[src/rtl/reg_file_serial_master.sv]
// Serial master for the register file: turns parallel read/write requests into a
// strobe + 8-bit address + 8-bit data serial frame on DIN and returns one response per request.
module reg_file_serial_master #(
    parameter int ADDR_WIDTH = 8,
    parameter int DATA_WIDTH = 8,
    parameter int GAP_CYCLES = 1
) (
    input  logic                  CLK,
    input  logic                  RST,
    input  logic                  REQ_VALID,
    output logic                  REQ_READY,
    input  logic                  REQ_WR,
    input  logic [ADDR_WIDTH-1:0] REQ_ADDR,
    input  logic [DATA_WIDTH-1:0] REQ_WDATA,
    output logic                  RSP_VALID,
    output logic                  RSP_WR,
    output logic [DATA_WIDTH-1:0] RSP_RDATA,
    output logic                  WR_EN,
    output logic                  RD_EN,
    output logic                  DIN,
    input  logic                  DOUT
);

    localparam int          TX_WIDTH   = ADDR_WIDTH + DATA_WIDTH;
    localparam logic [4:0]  FLUSH_LAST = 5'd17;
    localparam logic [3:0]  BIT_LAST   = 4'd7;
    localparam logic [3:0]  GAP_LAST   = (GAP_CYCLES == 0) ? 4'd0 : 4'(GAP_CYCLES - 1);

    typedef enum logic [2:0] {
        FLUSH,
        IDLE,
        STROBE,
        ADDR,
        DATA,
        RSP,
        GAP
    } state_t;

    state_t                state;
    logic [4:0]            flush_cnt;
    logic [3:0]            bit_cnt;
    logic [3:0]            gap_cnt;
    logic                  wr_q;
    logic [TX_WIDTH-1:0]   tx_sh;
    logic [DATA_WIDTH-2:0] rx_sh;

    // tx_sh holds address then data (zero for reads) and is shifted out MSB-first,
    // so DIN naturally reads 0 during the data phase of a read.
    always_ff @(posedge CLK or posedge RST) begin
        if (RST) begin
            state     <= FLUSH;
            flush_cnt <= '0;
            bit_cnt   <= '0;
            gap_cnt   <= '0;
            wr_q      <= 1'b0;
            tx_sh     <= '0;
            rx_sh     <= '0;
            REQ_READY <= 1'b0;
            RSP_VALID <= 1'b0;
            RSP_WR    <= 1'b0;
            RSP_RDATA <= '0;
            WR_EN     <= 1'b0;
            RD_EN     <= 1'b0;
            DIN       <= 1'b0;
        end else begin
            RSP_VALID <= 1'b0;
            WR_EN     <= 1'b0;
            RD_EN     <= 1'b0;
            DIN       <= 1'b0;
            case (state)
                FLUSH: begin
                    if (flush_cnt == FLUSH_LAST) begin
                        state     <= IDLE;
                        REQ_READY <= 1'b1;
                    end else begin
                        flush_cnt <= flush_cnt + 5'd1;
                    end
                end
                IDLE: begin
                    if (REQ_VALID && REQ_READY) begin
                        wr_q      <= REQ_WR;
                        tx_sh     <= {REQ_ADDR, (REQ_WR ? REQ_WDATA : {DATA_WIDTH{1'b0}})};
                        REQ_READY <= 1'b0;
                        WR_EN     <= REQ_WR;
                        RD_EN     <= !REQ_WR;
                        state     <= STROBE;
                    end
                end
                STROBE: begin
                    DIN     <= tx_sh[TX_WIDTH-1];
                    tx_sh   <= tx_sh << 1;
                    bit_cnt <= '0;
                    state   <= ADDR;
                end
                ADDR: begin
                    DIN   <= tx_sh[TX_WIDTH-1];
                    tx_sh <= tx_sh << 1;
                    if (bit_cnt == BIT_LAST) begin
                        bit_cnt <= '0;
                        state   <= DATA;
                    end else begin
                        bit_cnt <= bit_cnt + 4'd1;
                    end
                end
                DATA: begin
                    if (!wr_q) begin
                        rx_sh <= {rx_sh[DATA_WIDTH-3:0], DOUT};
                    end
                    if (bit_cnt == BIT_LAST) begin
                        bit_cnt   <= '0;
                        RSP_VALID <= 1'b1;
                        RSP_WR    <= wr_q;
                        RSP_RDATA <= wr_q ? {DATA_WIDTH{1'b0}} : {rx_sh, DOUT};
                        state     <= RSP;
                    end else begin
                        bit_cnt <= bit_cnt + 4'd1;
                        DIN     <= tx_sh[TX_WIDTH-1];
                        tx_sh   <= tx_sh << 1;
                    end
                end
                RSP: begin
                    gap_cnt <= '0;
                    if (GAP_CYCLES == 0) begin
                        state     <= IDLE;
                        REQ_READY <= 1'b1;
                    end else begin
                        state <= GAP;
                    end
                end
                GAP: begin
                    if (gap_cnt == GAP_LAST) begin
                        state     <= IDLE;
                        REQ_READY <= 1'b1;
                    end else begin
                        gap_cnt <= gap_cnt + 4'd1;
                    end
                end
                default: begin
                    state     <= FLUSH;
                    flush_cnt <= '0;
                    REQ_READY <= 1'b0;
                end
            endcase
        end
    end

endmodule
[config.mk]
export PLATFORM = sky130hd
export DESIGN_NAME = reg_file_serial_master
export DESIGN_NICKNAME = d
export VERILOG_FILES = /design/src/rtl/reg_file_serial_master.sv
export SDC_FILE = /design/constraint.sdc
export NUM_CORES = 1
export LEC_CHECK = 0
export ABC_AREA = 1
export CAP_MARGIN = 20
export CORE_MARGIN = 3
export CORE_UTILIZATION = 59
export CTS_CLUSTER_SIZE = 40
export DETAILED_ROUTE_END_ITERATION = 8
export PLACE_DENSITY = 0.86
export SLEW_MARGIN = 30
export SYNTH_ARGS = -nofsm -noshare
export SYNTH_HDL_FRONTEND = slang
export SYNTH_SLANG_ARGS = --single-unit
[constraint.sdc]
create_clock -name CLK -period 4.2 [get_ports CLK]
set_input_delay 1.05 -clock CLK [delete_from_list [all_inputs] [get_ports CLK]]
set_output_delay 1.05 -clock CLK [all_outputs]
set_load 0.02 [all_outputs]
==> impl_metrics.env <==
export IMPL_power_switching_share_pct=44.23
export IMPL_rrSetupSlack_ns=2.34
export IMPL_cpMaxStageDelayCell="clkdlybuf4s50_1"
export IMPL_drt_initial_drc_count=146
export IMPL_worstPathArrival_ns=1.30
export IMPL_syn_area_sq_um=2730
export IMPL_tns_ns=0
export IMPL_critical_path_top_delay_family="buffers and inverters"
export IMPL_root_buffer="clkbuf_8"
export IMPL_dieHeight_microns=74.03
export IMPL_syn_avg_cell_area_sq_um=8.479
export IMPL_io_buffer_count=34
export IMPL_r2r_start="state[0]"
export IMPL_p_int_w=0.001133
export IMPL_viasPerCell=5.406
export IMPL_post_dp_hpwl_microns=3980
export IMPL_design_die_area_sq_um=5480
export IMPL_grtUsageMet1_pct=29.79
export IMPL_setup_viol=0
export IMPL_syn_nets=348
export IMPL_cts_sinks=54
export IMPL_critPathRequiredTime_ns=3.15
export IMPL_ir_worst_vdd_uv=497.3
export IMPL_cts_clk_slew_worst_paths_ns=0.10
export IMPL_synth_warnings=0
export IMPL_yosysSeqAreaShare_pct=49.50
export IMPL_cp_end_kind="primary output"
export IMPL_final_area_sq_um=3171
export IMPL_rows=24
export IMPL_min_delay_path_class="reg -> reg"
export IMPL_pwr_share_seq_pct=39.4
export IMPL_cts_tree="done"
export IMPL_rsz0062_at_grt="false"
export IMPL_cts_htree_levels=2
export IMPL_routed_wl_microns=5602
export IMPL_tightest_slew_ns=0.6387
export IMPL_worst_setup_path_start_kind="flop"
export IMPL_reg2reg_depth=5
export IMPL_grt_max_degree=55
export IMPL_min_delay_start="RSP_RDATA[4]"
export IMPL_final_nets=379
export IMPL_pwr_share_clk_pct=17.8
export IMPL_met3_usage_pct=3.649
export IMPL_insertion_delay_ns=0.32
export IMPL_p_leak_nw=1.586
export IMPL_layout_commonest_cell="nand2_1"
export IMPL_antenna_cells=0
export IMPL_layout_setup_ws_ns=1.845
export IMPL_grt_ovfl_total=0
export IMPL_grt_usage_pct=21.81
export IMPL_firstDrtPassIters=4
export IMPL_combPwrFrac_pct=42.8
export IMPL_final_cell_mix="nand2_1, dfrtp_1, nand3_1"
export IMPL_wl_per_cell_microns=13.80
export IMPL_first_global_vias=2002
export IMPL_die_width_microns=74.03
export IMPL_max_stage_delay_ns=0.61
export IMPL_critPathMaxFanout=3
export IMPL_ys_seq_elements=54
export IMPL_finalMaxSlewViolations=0
export IMPL_cts_resized_gates=0
export IMPL_r2r_end="RSP_RDATA[7]"
export IMPL_initial_core_util_pct=61.85
export IMPL_post_cts_setup_buffer_count=0
export IMPL_dr_total_vias=2195
export IMPL_postCtsHoldBufs=0
export IMPL_place_area_sq_um=3053
export IMPL_max_clock_path_buffers=2
export IMPL_ant_nets=0
export IMPL_crit_path_cell_trace="clkdlybuf4s50_1"
export IMPL_core_area_sq_um=4414
export IMPL_grtUsageMet2_pct=35.24
export IMPL_pre_cts_ws_ns=1.765
export IMPL_remaining_drc_errors=0
export IMPL_gp_congestion=0.8815
export IMPL_numCtsBuffers=5
export IMPL_antenna_found_initial=0
export IMPL_powerDensity_nw_per_um2=640.9
export IMPL_fin_crit_ns=2.355
export IMPL_hold_viol=0
export IMPL_hold_depth=2
export IMPL_fin_crit_sh_pct=56.07
export IMPL_numPlacedInstances=398
export IMPL_fmax_mhz=424.7
export IMPL_post_route_util_pct=71.83
export IMPL_outcome="finished, final reports clean"
export IMPL_critPathBufInv=1
export IMPL_grt_first_pass_wirelength_microns=9177
export IMPL_syn_inst=322
export IMPL_pin_count=35
export IMPL_switching_power_w=0.0008988
export IMPL_syn_to_final_growth_pct=16.13
export IMPL_final_cells=406
export IMPL_min_delay_worst_endpoint="RSP_RDATA[4]"
export IMPL_skew_ns=0.007701
export IMPL_drive_above_1_share_pct=10.45
export IMPL_grt_busiest_layer="met2"
export IMPL_crit_type="reg -> out"
export IMPL_ys_types=30
export IMPL_relSlewSlack_pct=57.42
export IMPL_max_cap_violations=0
[metal layers]
layer	part of all wire, %	wire [microns]
met1	47	2646
met2	48	2707
met3	3.1	175
met4	1.3	72
met5	0	0
[registers in the layout, indices dropped and copies added, names as in the netlist, 3 cells and up]
register,flops
tx_sh,16
RSP_RDATA,8
rx_sh,7
flush_cnt,5
bit_cnt,4
gap_cnt,4
state,3
[layout make-up]
| class | instances | area [sq um] |
|---|---|---|
| Clock buffer | 5 | 68.82 |
| Clock inverter | 3 | 48.80 |
| Fill cell | 351 | 1244 |
| Inverter | 20 | 80.08 |
| Multi-Input combinational cell | 238 | 1216 |
| Sequential cell | 54 | 1351 |
| Tap cell | 52 | 65.06 |
| Timing Repair Buffer | 34 | 340.3 |
[cell families after synthesis]
group,count (synthesis),share of synthesized area (%)
and+or+nand+nor,191,33.36
AOI/OAI and AO/OA,36,6.966
buffers and inverters,30,5.957
xor gates and xnor gates,6,1.925
adders and majority gates,5,2.291
DFF,54,49.50
[Yosys cell counts]
cell type / count / area (sq um)
o22ai_1: 1 / 6.260
buf_12: 1 / 20.02
xor2_1: 6 / 52.55
buf_6: 1 / 11.26
nand3_4: 1 / 17.52
or2_2: 1 / 6.260
inv_2: 4 / 15.01
nand3_2: 1 / 10.01
ha_1: 5 / 62.56
o211ai_1: 1 / 7.510
inv_4: 1 / 6.260
nand4_1: 4 / 25.02
nand2_2: 11 / 68.82
inv_1: 15 / 56.30
buf_4: 6 / 45.04
nor2_8: 1 / 20.02
nand2_8: 2 / 40.04
o21a_1: 1 / 7.510
a22o_1: 1 / 8.760
nand2_1: 112 / 420.4
buf_2: 1 / 5.000
nand2_4: 2 / 22.52
dfrtp_1: 54 / 1351
nor2_4: 2 / 22.52
o21ai_1: 1 / 5.000
buf_1: 1 / 3.750
o21ai_0: 31 / 155.2
nor2_2: 2 / 12.51
nor2_1: 12 / 45.04
nand3_1: 40 / 200.2
[metrics by stage]
step / hold WS, ns / power (W)
floorplan: 0.4494 / 0.001541
global placement: 0.4626 / 0.001619
detailed placement: 0.4728 / 0.001669
CTS: 0.4975 / 0.002035
global route: 0.5231 / 0.002188
finish: 0.4925 / 0.002032
[power groups by stage]
stage	registers, W	clock network [W]	logic (W)
global route	0.000820	0.000388	0.000980
detailed placement	0.000805	0	0.000864
global placement	0.000799	0	0.000820
floorplan	0.000767	0	0.000774
finish	0.000800	0.000362	0.000870
CTS	0.000797	0.000366	0.000872
[worst max path at each step]
stage | startpoint | end | slack (ns) | cells after the start
global route | RSP_RDATA[5] | RSP_RDATA[5] | 1.79 | 1
CTS | REQ_READY | REQ_READY | 1.83 | 1
detailed placement | REQ_VALID | tx_sh[13] | 1.77 | 8
finish | REQ_READY | REQ_READY | 1.85 | 1
global placement | RST | REQ_READY | 1.81 | 2
floorplan | RST | DIN | 1.84 | 1
Power figures use the tool's default switching activity.
==> RTL change 1 (same settings) <==
`GAP_CYCLES`: 1 -> 0.
--- a/src/rtl/reg_file_serial_master.sv
+++ b/src/rtl/reg_file_serial_master.sv
@@ -3,7 +3,7 @@
 module reg_file_serial_master #(
     parameter int ADDR_WIDTH = 8,
     parameter int DATA_WIDTH = 8,
-    parameter int GAP_CYCLES = 1
+    parameter int GAP_CYCLES = 0
 ) (
     input  logic                  CLK,
     input  logic                  RST,
Formal check against the unedited RTL: no difference found for any inputs over 10 cycles, from zero or initial values and one cycle with RST high; that may be too few to reach the edited logic, so the function may still have changed.
==> RTL change 1 against the original RTL <==
Non-clock buffer count unchanged; final area down 1.5%; die area shrank 2.0%; synthesized area down 2.2%; worst setup slack worse by 0.99 ps; power decreased by 14%; sequential cell count did not move; wire length decreased by 2.1%.
==> RTL change 1: results (changes against the original RTL) <==
Final #Nets=376 (-0.79%); Multi-input gate area=1160 um2 (-4.6%); FILL cells=316 (-10%); cell count after placement=393 (-1.3%); R2R depth=8 (+3); Clock-cell share=0.03607 (-0.001023); n_taps=50 (-3.8%); Layout area overhead=16.92%; Synth area leaders=dfrtp_1 51%, nand2_1 15%, nand3_1 6.9%; gpl congestion=0.8622 (-2.2%); XOR/XNOR Fraction of Synth Area=0.01968 (+0.0004330); Synth Net Count=345 (-0.86%); top post-synthesis cells by count=107 x nand2_1, 54 x dfrtp_1, 37 x nand3_1; vias in the first global route=2,106 (+5.2%); Tightest Pin Transition=648.8 ps (+10.11 ps); skew final=3.499 ps (-4.203 ps); Cells after Synth=319 (-0.93%); status=completed; IR drop worst, VDD=0.2947 mV (-41%); Setup WS pre-CTS=1717 ps (-48.23 ps); Multi-In Gates=231 (-2.9%); final non-filler cell total=401 (-1.2%); HP Start=rx_sh[5]; crit path from=RSP_RDATA[3]; layout cell share with drive strength beyond 1=0.09972 (-0.004805); reg2reg end=tx_sh[9]; first-pass GRT wire length=9487 um (+3.4%); Total GRT Usage=0.2278 (+0.009727); crit-path max FO=2 (-1); Logic inverters=24 (+20%); Synth Area in Adders=0.02343 (+0.0005154)
## RTL change 1: where the power goes
| part | internal (mW) | leakage [nW] | switching (mW) | total (mW) |
|---|---|---|---|---|
| clock network | 0.179 | 0.0585 | 0.169 | 0.348 |
| registers | 0.629 | 0.714 | 0.101 | 0.731 |
| logic | 0.226 | 0.770 | 0.445 | 0.671 |
| total | 1.03 | 1.54 | 0.716 | 1.75 |
## RTL change 1: per-layer routing
| metal | up-vias | global-route usage | share of wire |
|---|---|---|---|
| li1 | 1080 | - | - |
| met1 | 1026 | 0.3141 | 0.44 |
| met2 | 62 | 0.3515 | 0.49 |
| met3 | 6 | 0.06019 | 0.063 |
| met4 | 0 | 0.07377 | 0.0087 |
| met5 | - | 0 | 0 |
==> RTL change 2 (same settings) <==
Without the edit above. Reset style: synchronous (`RST`), changed in one clocked block.
--- a/src/rtl/reg_file_serial_master.sv
+++ b/src/rtl/reg_file_serial_master.sv
@@ -46,7 +46,7 @@
 
     // tx_sh holds address then data (zero for reads) and is shifted out MSB-first,
     // so DIN naturally reads 0 during the data phase of a read.
-    always_ff @(posedge CLK or posedge RST) begin
+    always_ff @(posedge CLK) begin
         if (RST) begin
             state     <= FLUSH;
             flush_cnt <= '0;
Formal check against the unedited RTL: no difference found for any inputs over 10 cycles, from zero or initial values and one cycle with RST high; that may be too few to reach the edited logic, so the function may still have changed.
==> RTL change 2 against the original RTL <==
Global-route usage down 0.19 points; wire length down 8.5%; worst setup slack worse by 240 ps; power down 1.4%; synthesized area down 5.8%; sequential cell count unchanged; sequential share of layout area down 6.6 points; non-clock buffer count up 1; via count up 8.7%; hold slack worse by 26 ps; final area down 5.2%.
==> RTL change 2: results (changes against the original RTL) <==
layout cell share with drive strength beyond 1=0.05012 (-0.05440); Leak=1.357 nW (-14%); crit-path max FO=30 (+27); Total GRT Usage=0.2161 (-0.001941); top post-synthesis cells by count=111 x nand2_1, 74 x nor2_1, 54 x dfxtp_1; Seq/Total Area, Yosys=0.4204 (-0.07452); min-delay worst type=reg -> reg; Synth Net Count=415 (+19%); Data arrival, critical path=2810 ps (+1510 ps); Clock Tree Root=clkbuf_8; Setup WS pre-CTS=1308 ps (-457.3 ps); Slowest-stage cell, CP=nand2_1; Clock Path Buffers=2 (unchanged); initial antenna violation count=0 (unchanged); YS warnings=0 (unchanged); setup TNS=0 ps (unchanged); slew margin rel.=0.3775 (-0.1967); antenna diode count=0 (unchanged); vias in the first global route=2,169 (+8.3%); skew final=10.56 ps (+2.854 ps); status=completed; DR pass1 iterations=5 (+1); latest clock arrival within the worst-skew pair=320 ps (about the same); post-CTS setup buffer count=0 (unchanged); Layout area overhead=16.84%; M2 GR Usage=0.3714 (+0.01907); IO Port Bufs=34 (unchanged); FILL cells=358 (+2.0%); Max stage delay on crit path=690 ps (+80 ps); vias per inst=5.085 (-5.9%); Post-synth ARST share=0 (-1.000); Detail Placement HPWL=3582 um (-10%); met1 Resource Use GR=0.2719 (-0.02604); Clock Pin Slew Worst Setup and Hold Paths=100 ps (about the same); IR drop worst, VDD=0.5914 mV (+19%); synth unique cells=24 (-20%); DR WL/cell=10.93 um (-21%); Primary FF master, synth=dfxtp_1; CTS Buf Count=5 (unchanged); pin count of the biggest net entering global routing=36 (-35%); DR iter-0 viols=168 (+15%); Final #Nets=445 (+17%); global-route track usage on met3=0.04571 (+0.009220); top flop regs=tx_sh x16, RSP_RDATA x8, rx_sh x7; # H-tree levels=2 (unchanged); first-pass GRT wire length=9108 um (-0.75%); Synth area leaders=dfxtp_1 42%, nand2_1 16%, nor2_1 11%; gpl congestion=0.8495 (-3.6%); post-cts resize count=0 (unchanged)
[RTL change 2: logic make-up after synthesis]
family	after synthesis	synth area share
flip-flops	54	0.4204
adder cells (fa/ha/maj)	6	0.02920
XOR/XNOR	1	0.003407
AO/OA/AOI/OAI	48	0.09684
AND/OR/NAND/NOR	221	0.3552
buffers and inverters	58	0.09489
[RTL change 2: worst max-delay path, delay by kind of cell]
| family | cells | cell delay [ps] |
|---|---|---|
| buf+inv | 2 | 450 |
| simple gates | 7 | 1320 |
[RTL change 2: layer usage]
layer	share of wire	up-vias	wire length (um)
met2	0.46	69	2346
met3	0.053	7	272
li1	-	1273	-
met1	0.48	1036	2445
met4	0.012	0	64
met5	0	-	0
[RTL change 2: cell type report]
| type | instances | area [um2] | share of cell area |
|---|---|---|---|
| clock buffers | 5 | 68.82 | 0.02291 |
| repair buffers | 35 | 347.8 | 0.1158 |
| well taps | 50 | 62.56 | 0.02082 |
| flip-flops and latches | 54 | 1081 | 0.3599 |
| clock inverters | 3 | 25.02 | 0.008330 |
| multi-input cells | 276 | 1246 | 0.4148 |
| inverters | 46 | 172.7 | 0.05748 |
[RTL change 2: path summary, 6_finish.rpt]
path	start	to	slack [ps]	cells after the start
worst max-delay path	REQ_VALID	tx_sh[7]	1600	9
worst min-delay path	RSP_RDATA[0]	RSP_RDATA[0]	470	2
worst max register to register	bit_cnt[0]	tx_sh[7]	1960	10
worst min register to register	RSP_RDATA[0]	RSP_RDATA[0]	470	2
[RTL change 2: power by group]
group	switching, mW	internal, mW
clock	0.179	0.121
sequential	0.0880	0.640
combinational	0.649	0.326
[RTL change 2: per-stage QoR]
step                hold slack, ps  area, um2  cells
finish                       466.9       3004    469
global route                 494.8       3004    469
CTS                          470.5       3004    469
detailed placement           454.3       2910    461
global placement             446.5       2910    461
floorplan                    436.1       2571    388
